**src/rtl/as2650_bus_pkg.sv**
```systemverilog
// Shared types and constants for the AS2650 external-bus bridge.
package as2650_bus_pkg;

  // Bus-cycle sequencer states
  typedef enum logic [1:0] {
    IDLE = 2'd0,
    REQ  = 2'd1,
    DONE = 2'd2,
    HOLD = 2'd3
  } bus_state_t;

  // Read data returned to the CPU when a channel never answers
  localparam logic [7:0] RD_ERR = 8'hFF;

  // Wait/timeout counter is 8 bits wide and saturates at this value
  localparam logic [7:0] CNT_MAX = 8'hFF;

  // The I/O channel sits just above the memory channels in ch_req/ch_ack
  function automatic int io_ch(input int nch);
    return nch;
  endfunction

endpackage

```
**src/rtl/as2650_chan_decode.sv**
```systemverilog
// Combinational channel select: memory cycles pick one of NCH channels from
// the top address bits, I/O cycles always go to the dedicated I/O channel.
module as2650_chan_decode
  import as2650_bus_pkg::*;
#(
  parameter int NCH = 4
) (
  input  logic [$clog2(NCH)-1:0] chan_bits,
  input  logic                   m_io,
  output logic [NCH:0]           sel
);

  localparam int IO = io_ch(NCH);

  // One-hot select; exactly one bit set for every bus cycle type
  always_comb begin
    sel = '0;
    if (m_io) begin
      sel[NCH-1:0] = NCH'(1) << chan_bits;
    end else begin
      sel[IO] = 1'b1;
    end
  end

endmodule

```
**src/rtl/as2650_bus_bridge.sv**
```systemverilog
// AS2650 external-bus bridge: turns one CPU bus cycle into a req/ack
// handshake on a memory or I/O channel, with programmable wait states and a
// timeout, and returns a single-cycle completion strobe to stall the core.
module as2650_bus_bridge
  import as2650_bus_pkg::*;
#(
  parameter int AW       = 15,
  parameter int NCH      = 4,
  parameter int WAIT_CYC = 0,
  parameter int TIMEOUT  = 255
) (
  input  logic                   wb_clk_i,
  input  logic                   wb_rst_i,
  input  logic [AW-1:0]          cpu_addr,
  input  logic [7:0]             cpu_dout,
  input  logic                   cpu_rw,
  input  logic                   cpu_opreq,
  input  logic                   cpu_m_io,
  input  logic                   cpu_d_c,
  output logic [7:0]             cpu_din,
  output logic                   cpu_opack,
  output logic [NCH:0]           ch_req,
  output logic                   ch_we,
  output logic [AW-1:0]          ch_addr,
  output logic [7:0]             ch_wdata,
  input  logic [8*(NCH+1)-1:0]   ch_rdata,
  input  logic [NCH:0]           ch_ack,
  output logic                   bus_err
);

  localparam int         SW     = $clog2(NCH);
  // 9-bit so that the wait test (cnt+1 > WAIT_CYC) never becomes a constant
  localparam logic [8:0] WAIT_C = 9'(WAIT_CYC);
  localparam logic [7:0] TMO_C  = 8'(TIMEOUT);

  bus_state_t       state_q, state_d;

  // Request captured when the CPU cycle is accepted
  logic [NCH:0]     sel_p0;
  logic             we_p0;
  logic [AW-1:0]    addr_p0;
  logic [7:0]       wdata_p0;

  logic [7:0]       cnt_q;
  logic [7:0]       din_q;
  logic             err_q;

  logic [NCH:0]     dec_sel;
  logic             latch;
  logic             accept;
  logic             tmo;
  logic             ack_sel;
  logic             wait_ok;
  logic [7:0]       rdata_sel;
  logic [AW-1:0]    addr_fmt;

  as2650_chan_decode #(
    .NCH (NCH)
  ) u_dec (
    .chan_bits (cpu_addr[AW-1 -: SW]),
    .m_io      (cpu_m_io),
    .sel       (dec_sel)
  );

  // I/O cycles replace address bit 0 with the data/control select
  always_comb begin
    addr_fmt = cpu_addr;
    if (!cpu_m_io) begin
      addr_fmt = {cpu_addr[AW-1:1], cpu_d_c};
    end
  end

  // Read data of the channel that owns the current access
  always_comb begin
    rdata_sel = '0;
    for (int i = 0; i <= NCH; i++) begin
      if (sel_p0[i]) begin
        rdata_sel = rdata_sel | ch_rdata[8*i +: 8];
      end
    end
  end

  // Ack qualifiers: only the selected channel, only once the wait has elapsed
  always_comb begin
    ack_sel = |(ch_ack & sel_p0);
    wait_ok = ({1'b0, cnt_q} + 9'd1) > WAIT_C;
  end

  // Sequencer state register; reset pulls ch_req low immediately
  always_ff @(posedge wb_clk_i or posedge wb_rst_i) begin
    if (wb_rst_i) begin
      state_q <= IDLE;
    end else begin
      state_q <= state_d;
    end
  end

  // Next state, capture/complete strobes and handshake outputs
  always_comb begin
    state_d   = state_q;
    latch     = 1'b0;
    accept    = 1'b0;
    tmo       = 1'b0;
    ch_req    = '0;
    ch_we     = 1'b0;
    cpu_opack = 1'b0;
    case (state_q)
      IDLE: begin
        if (cpu_opreq) begin
          latch   = 1'b1;
          state_d = REQ;
        end
      end
      REQ: begin
        ch_req = sel_p0;
        ch_we  = we_p0;
        // A late ack that lands on the timeout cycle still counts as success
        if (ack_sel && wait_ok) begin
          accept  = 1'b1;
          state_d = DONE;
        end else if (cnt_q == TMO_C) begin
          tmo     = 1'b1;
          state_d = DONE;
        end
      end
      DONE: begin
        cpu_opack = 1'b1;
        state_d   = HOLD;
      end
      HOLD: begin
        // Wait for the CPU to release opreq so one request yields one access
        if (!cpu_opreq) begin
          state_d = IDLE;
        end
      end
      default: begin
        state_d = IDLE;
      end
    endcase
  end

  // Request capture, wait/timeout counter, read data and sticky error
  always_ff @(posedge wb_clk_i or posedge wb_rst_i) begin
    if (wb_rst_i) begin
      sel_p0   <= '0;
      we_p0    <= 1'b0;
      addr_p0  <= '0;
      wdata_p0 <= '0;
      cnt_q    <= '0;
      din_q    <= '0;
      err_q    <= 1'b0;
    end else begin
      if (latch) begin
        sel_p0   <= dec_sel;
        we_p0    <= cpu_rw;
        addr_p0  <= addr_fmt;
        wdata_p0 <= cpu_dout;
        cnt_q    <= '0;
      end else if (state_q == REQ && cnt_q != CNT_MAX) begin
        cnt_q <= cnt_q + 8'd1;
      end
      if (accept && !we_p0) begin
        din_q <= rdata_sel;
      end
      if (tmo) begin
        din_q <= RD_ERR;
        err_q <= 1'b1;
      end
    end
  end

  assign ch_addr  = addr_p0;
  assign ch_wdata = wdata_p0;
  assign cpu_din  = din_q;
  assign bus_err  = err_q;

endmodule

```
**config.mk**
```make
export PLATFORM = sky130hd
export DESIGN_NAME = as2650_bus_bridge
export DESIGN_NICKNAME = d
export VERILOG_FILES = /design/src/rtl/as2650_bus_pkg.sv /design/src/rtl/as2650_chan_decode.sv /design/src/rtl/as2650_bus_bridge.sv
export SDC_FILE = /design/constraint.sdc
export NUM_CORES = 1
export LEC_CHECK = 0
export ABC_AREA = 1
export CORE_MARGIN = 2
export CORE_UTILIZATION = 45
export DETAILED_ROUTE_END_ITERATION = 6
export PLACE_DENSITY = 0.85
export SLEW_MARGIN = 20
export SYNTH_ARGS = -nofsm -noshare
export SYNTH_HDL_FRONTEND = slang
export SYNTH_HIERARCHICAL = 1
export SYNTH_SLANG_ARGS = --single-unit
```
**constraint.sdc**
```tcl
create_clock -name wb_clk_i -period 3.5 [get_ports wb_clk_i]
set_clock_uncertainty 0.05 [all_clocks]
set_input_delay 0.35 -clock wb_clk_i [delete_from_list [all_inputs] [get_ports wb_clk_i]]
set_output_delay 0.35 -clock wb_clk_i [all_outputs]
set_load 0.01 [all_outputs]
```
==> results.py <==
metrics = {
    "route": {
        "antenna_left": 0,
        "viasPerCell": 5.02,
        "routedWlPerCell_um": 13.5,
        "num_vias": 2630,
        "drc": 0,
        "dr.pass1.iters": 4,
        "drt-initial-drc-count": 120,
        "finalWirelength_mm": 7.05,
    },
    "sta": {
        "drv_slew": 0,
        "setup-tns-final_ns": 0,
        "period_needed_ns": 2.19,
        "hold_viol_final": 0,
        "setup_viol": 0,
        "post-route-period-util_pct": 62.5,
        "tightest_slew_ns": 0.793,
        "fmax_ghz": 0.457,
        "rsz0062_at_grt": "false",
        "max_slew_margin_pct": 47.1,
        "hold_ws_ns": 0.419,
        "fin_ws_ns": 1.31,
    },
    "place": {
        "dpl_cell_area_um2": 3740,
        "place_congestion": 0.824,
        "post-place-ws_ns": 1.49,
        "numPlacedInstances": 516,
        "place_hpwl_mm": 5.26,
        "port_buffers": 112,
    },
    "layout": {
        "design_area_um2": 3860,
        "drive_gt1_share_pct": 6.42,
        "stdcell_count": 524,
        "most-common-layout-cells": "172 x nand2_1, 112 x clkdlybuf4s50_1, 48 x dfrtp_1",
        "nets": 531,
        "final_common_cell": "nand2_1",
        "syn_to_final_growth_pct": 50.1,
        "insertedDiodeCount": 0,
        "final_core_util_pct": 70.1,
    },
    "yosys": {
        "syn_avg_cell_area_um2": 7.50,
        "ys_seq_area_share_pct": 46.7,
        "synth_area_leaders": "dfrtp_1 47%, nand2_1 25%, nand3_1 5.1%, inv_1 3.5%, a221oi_1 3.1%",
        "ys_types": 27,
        "synth_nets": 423,
        "synth.top_cell.area_share_pct": 46.7,
        "ys.flop_type": "dfrtp_1",
        "synth_area_um2": 2570,
        "netlist_instances": 343,
        "synth-warning-count": 6,
        "synth_seq_cells": 48,
        "async_reset_ff_share_pct": 100,
        "synth_top_area_cell": "dfrtp_1",
        "synth_edf_count": 0,
    },
    "setup_path": {
        "crit_path_max_fanout": 7,
        "critical_path.startpoint_type": "register",
        "rrSetupSlack_ns": 1.52,
        "arrival_ns": 1.79,
        "cp_cell_sequence": "inv_1, ha_1, nand2_1, inv_1, clkdlybuf4s50_1",
        "r2r-start": "state_q[1]$_DFFE_PP0P_",
        "path_buf_inv": 3,
        "cp.required_ns": 3.10,
        "ff2ff_path_depth": 7,
        "r2r_end": "cnt_q[7]$_DFFE_PP0P_",
        "endpoint_kind": "output pin",
        "cp_common_cell": "inv_1",
        "worstSetupPathType": "register to output pin",
        "slowest_delay_ns": 0.53,
        "cp_slowest_cell": "clkdlybuf4s50_1",
        "path_delay_family": "buffers and inverters",
    },
    "power": {
        "p_per_area_nw_per_um2": 701,
        "switchingPower_mw": 1.06,
        "power.total_mw": 2.70,
        "p_int_mw": 1.65,
        "switching_share_pct": 39.1,
        "pwr-share-seq_pct": 36.9,
        "p_leak_nw": 1.93,
        "combPwrFrac_pct": 47.6,
        "p_clk_share_pct": 15.5,
        "vdd_ir_drop_max_mv": 0.530,
    },
    "clocking": {
        "root_buffer": "clkbuf_8",
        "insertion_delay_ns": 0.31,
        "cts_setup_buffers": 0,
        "cts_tree": "done",
        "ctsHoldBuffers": 0,
        "numClockSinks": 48,
        "path_clk_slew_ns": 0.08,
        "cts_buffers": 5,
        "ctsResizeCount": 0,
        "clockBufferDepth": 2,
        "htreeDepth": 2,
    },
    "grt": {
        "grtUsageMet1_pct": 27.3,
        "grt.busiest_layer": "met2",
        "grt_max_degree": 49,
        "gr-total-overflow": 0,
        "grtUsageTotal_pct": 23.3,
        "grt_pass1_vias": 2555,
        "globalRouteMet2Util_pct": 40.6,
        "grtUsageMet3_pct": 8.14,
        "antenna_found_initial": 0,
        "grt_pass1_wl_mm": 11.5,
    },
    "floorplanning": {
        "die_w_um": 79.6,
        "rows": 27,
        "design.die.area_um2": 6330,
        "die_y_um": 79.6,
        "core_area_um2": 5510,
        "start_util_pct": 46.7,
        "io_pins": 113,
    },
    "min_path": {
        "hp-class": "register to register",
        "whs_path_depth": 2,
        "worstHoldEndpoint": "bus_err$_DFFE_PP0P_",
        "min_from": "bus_err$_DFFE_PP0P_",
    },
    "status": {
        "status": "finished, final reports clean",
    },
    "run": {
        "cap_violations": 0,
    },
}
-- tightest hold or removal path, stage by stage, from the launching register on --
cell and delay [ns]:
dfrtp_1 0.35, inv_1 0.04, nand2_1 0.05
-- cells by family (layout without fill, tap and decap cells) --
group | after synthesis | after routing | share of synthesized area, %
xor+xnor | 1 | 1 | 0.341
fa+ha+maj | 6 | 6 | 2.92
simple gates | 229 | 229 | 37.9
flops | 48 | 48 | 46.7
buf+inv | 39 | 148 | 6.18
mux | 2 | 2 | 0.779
compound gates | 18 | 18 | 5.16
-- synth_stat cells, types with 2 or more instances --
cell      number
nand2_2        5
nand2_4        3
mux2i_1        2
nor2_2         2
a221oi_1       9
ha_1           6
inv_1         24
clkbuf_1       9
o21ai_0        5
nand2_1      172
nor2_1        11
dfrtp_1       48
nand4_1        5
nand3_1       26
nor2_4         2
inv_2          2
nand3_2        2
-- sequential cells by signal, indices dropped and copies added (netlist names) --
signal / cells
ch_addr: 15
ch_wdata: 8
cnt_q: 8
cpu_din: 8
sel_p0: 5
state_q: 2
bus_err: 1
we_p0: 1
-- power by group through the flow --
stage	registers, mW	logic [mW]	clock network [mW]
3_3_place_gp	0.998	1.26	0
2_1_floorplan	0.976	0.679	0
3_5_place_dp	1.00	1.30	0
5_1_grt	1.03	1.44	0.449
6_report	0.998	1.29	0.418
4_1_cts	0.999	1.31	0.429
-- routing by layer --
metal	part of all wire [%]	up-vias
li1	-	1296
met1	40	1228
met2	49	104
met3	11	2
met4	0.34	0
met5	0	-
-- worst max-delay path by stage --
stage	startpoint	endpoint	slack, ns	depth (start not counted)
final	state_q[1]$_DFFE_PP0P_	ch_req[3]	1.31	5
after floorplan	state_q[0]$_DFFE_PP0P_	ch_addr[1]$_DFFE_PP0P_	1.80	8
after CTS	state_q[1]$_DFFE_PP0P_	ch_req[0]	1.28	5
after global routing	state_q[1]$_DFFE_PP0P_	ch_req[1]	1.14	5
after detailed placement	ch_ack[3]	cpu_din[3]$_DFFE_PP0P_	1.49	9
after global placement	ch_ack[3]	cpu_din[3]$_DFFE_PP0P_	1.52	9
-- area by class of cell --
| cell class | count | area [µm²] |
|---|---|---|
| tap | 72 | 90.1 |
| clock inverter | 2 | 38.8 |
| inverter | 26 | 98.8 |
| sequential | 48 | 1200 |
| timing repair buffer | 114 | 1140 |
| clock buffer | 6 | 82.6 |
| fill | 426 | 1650 |
| multi-input combinational | 256 | 1210 |
Power figures use the tool's default switching activity.
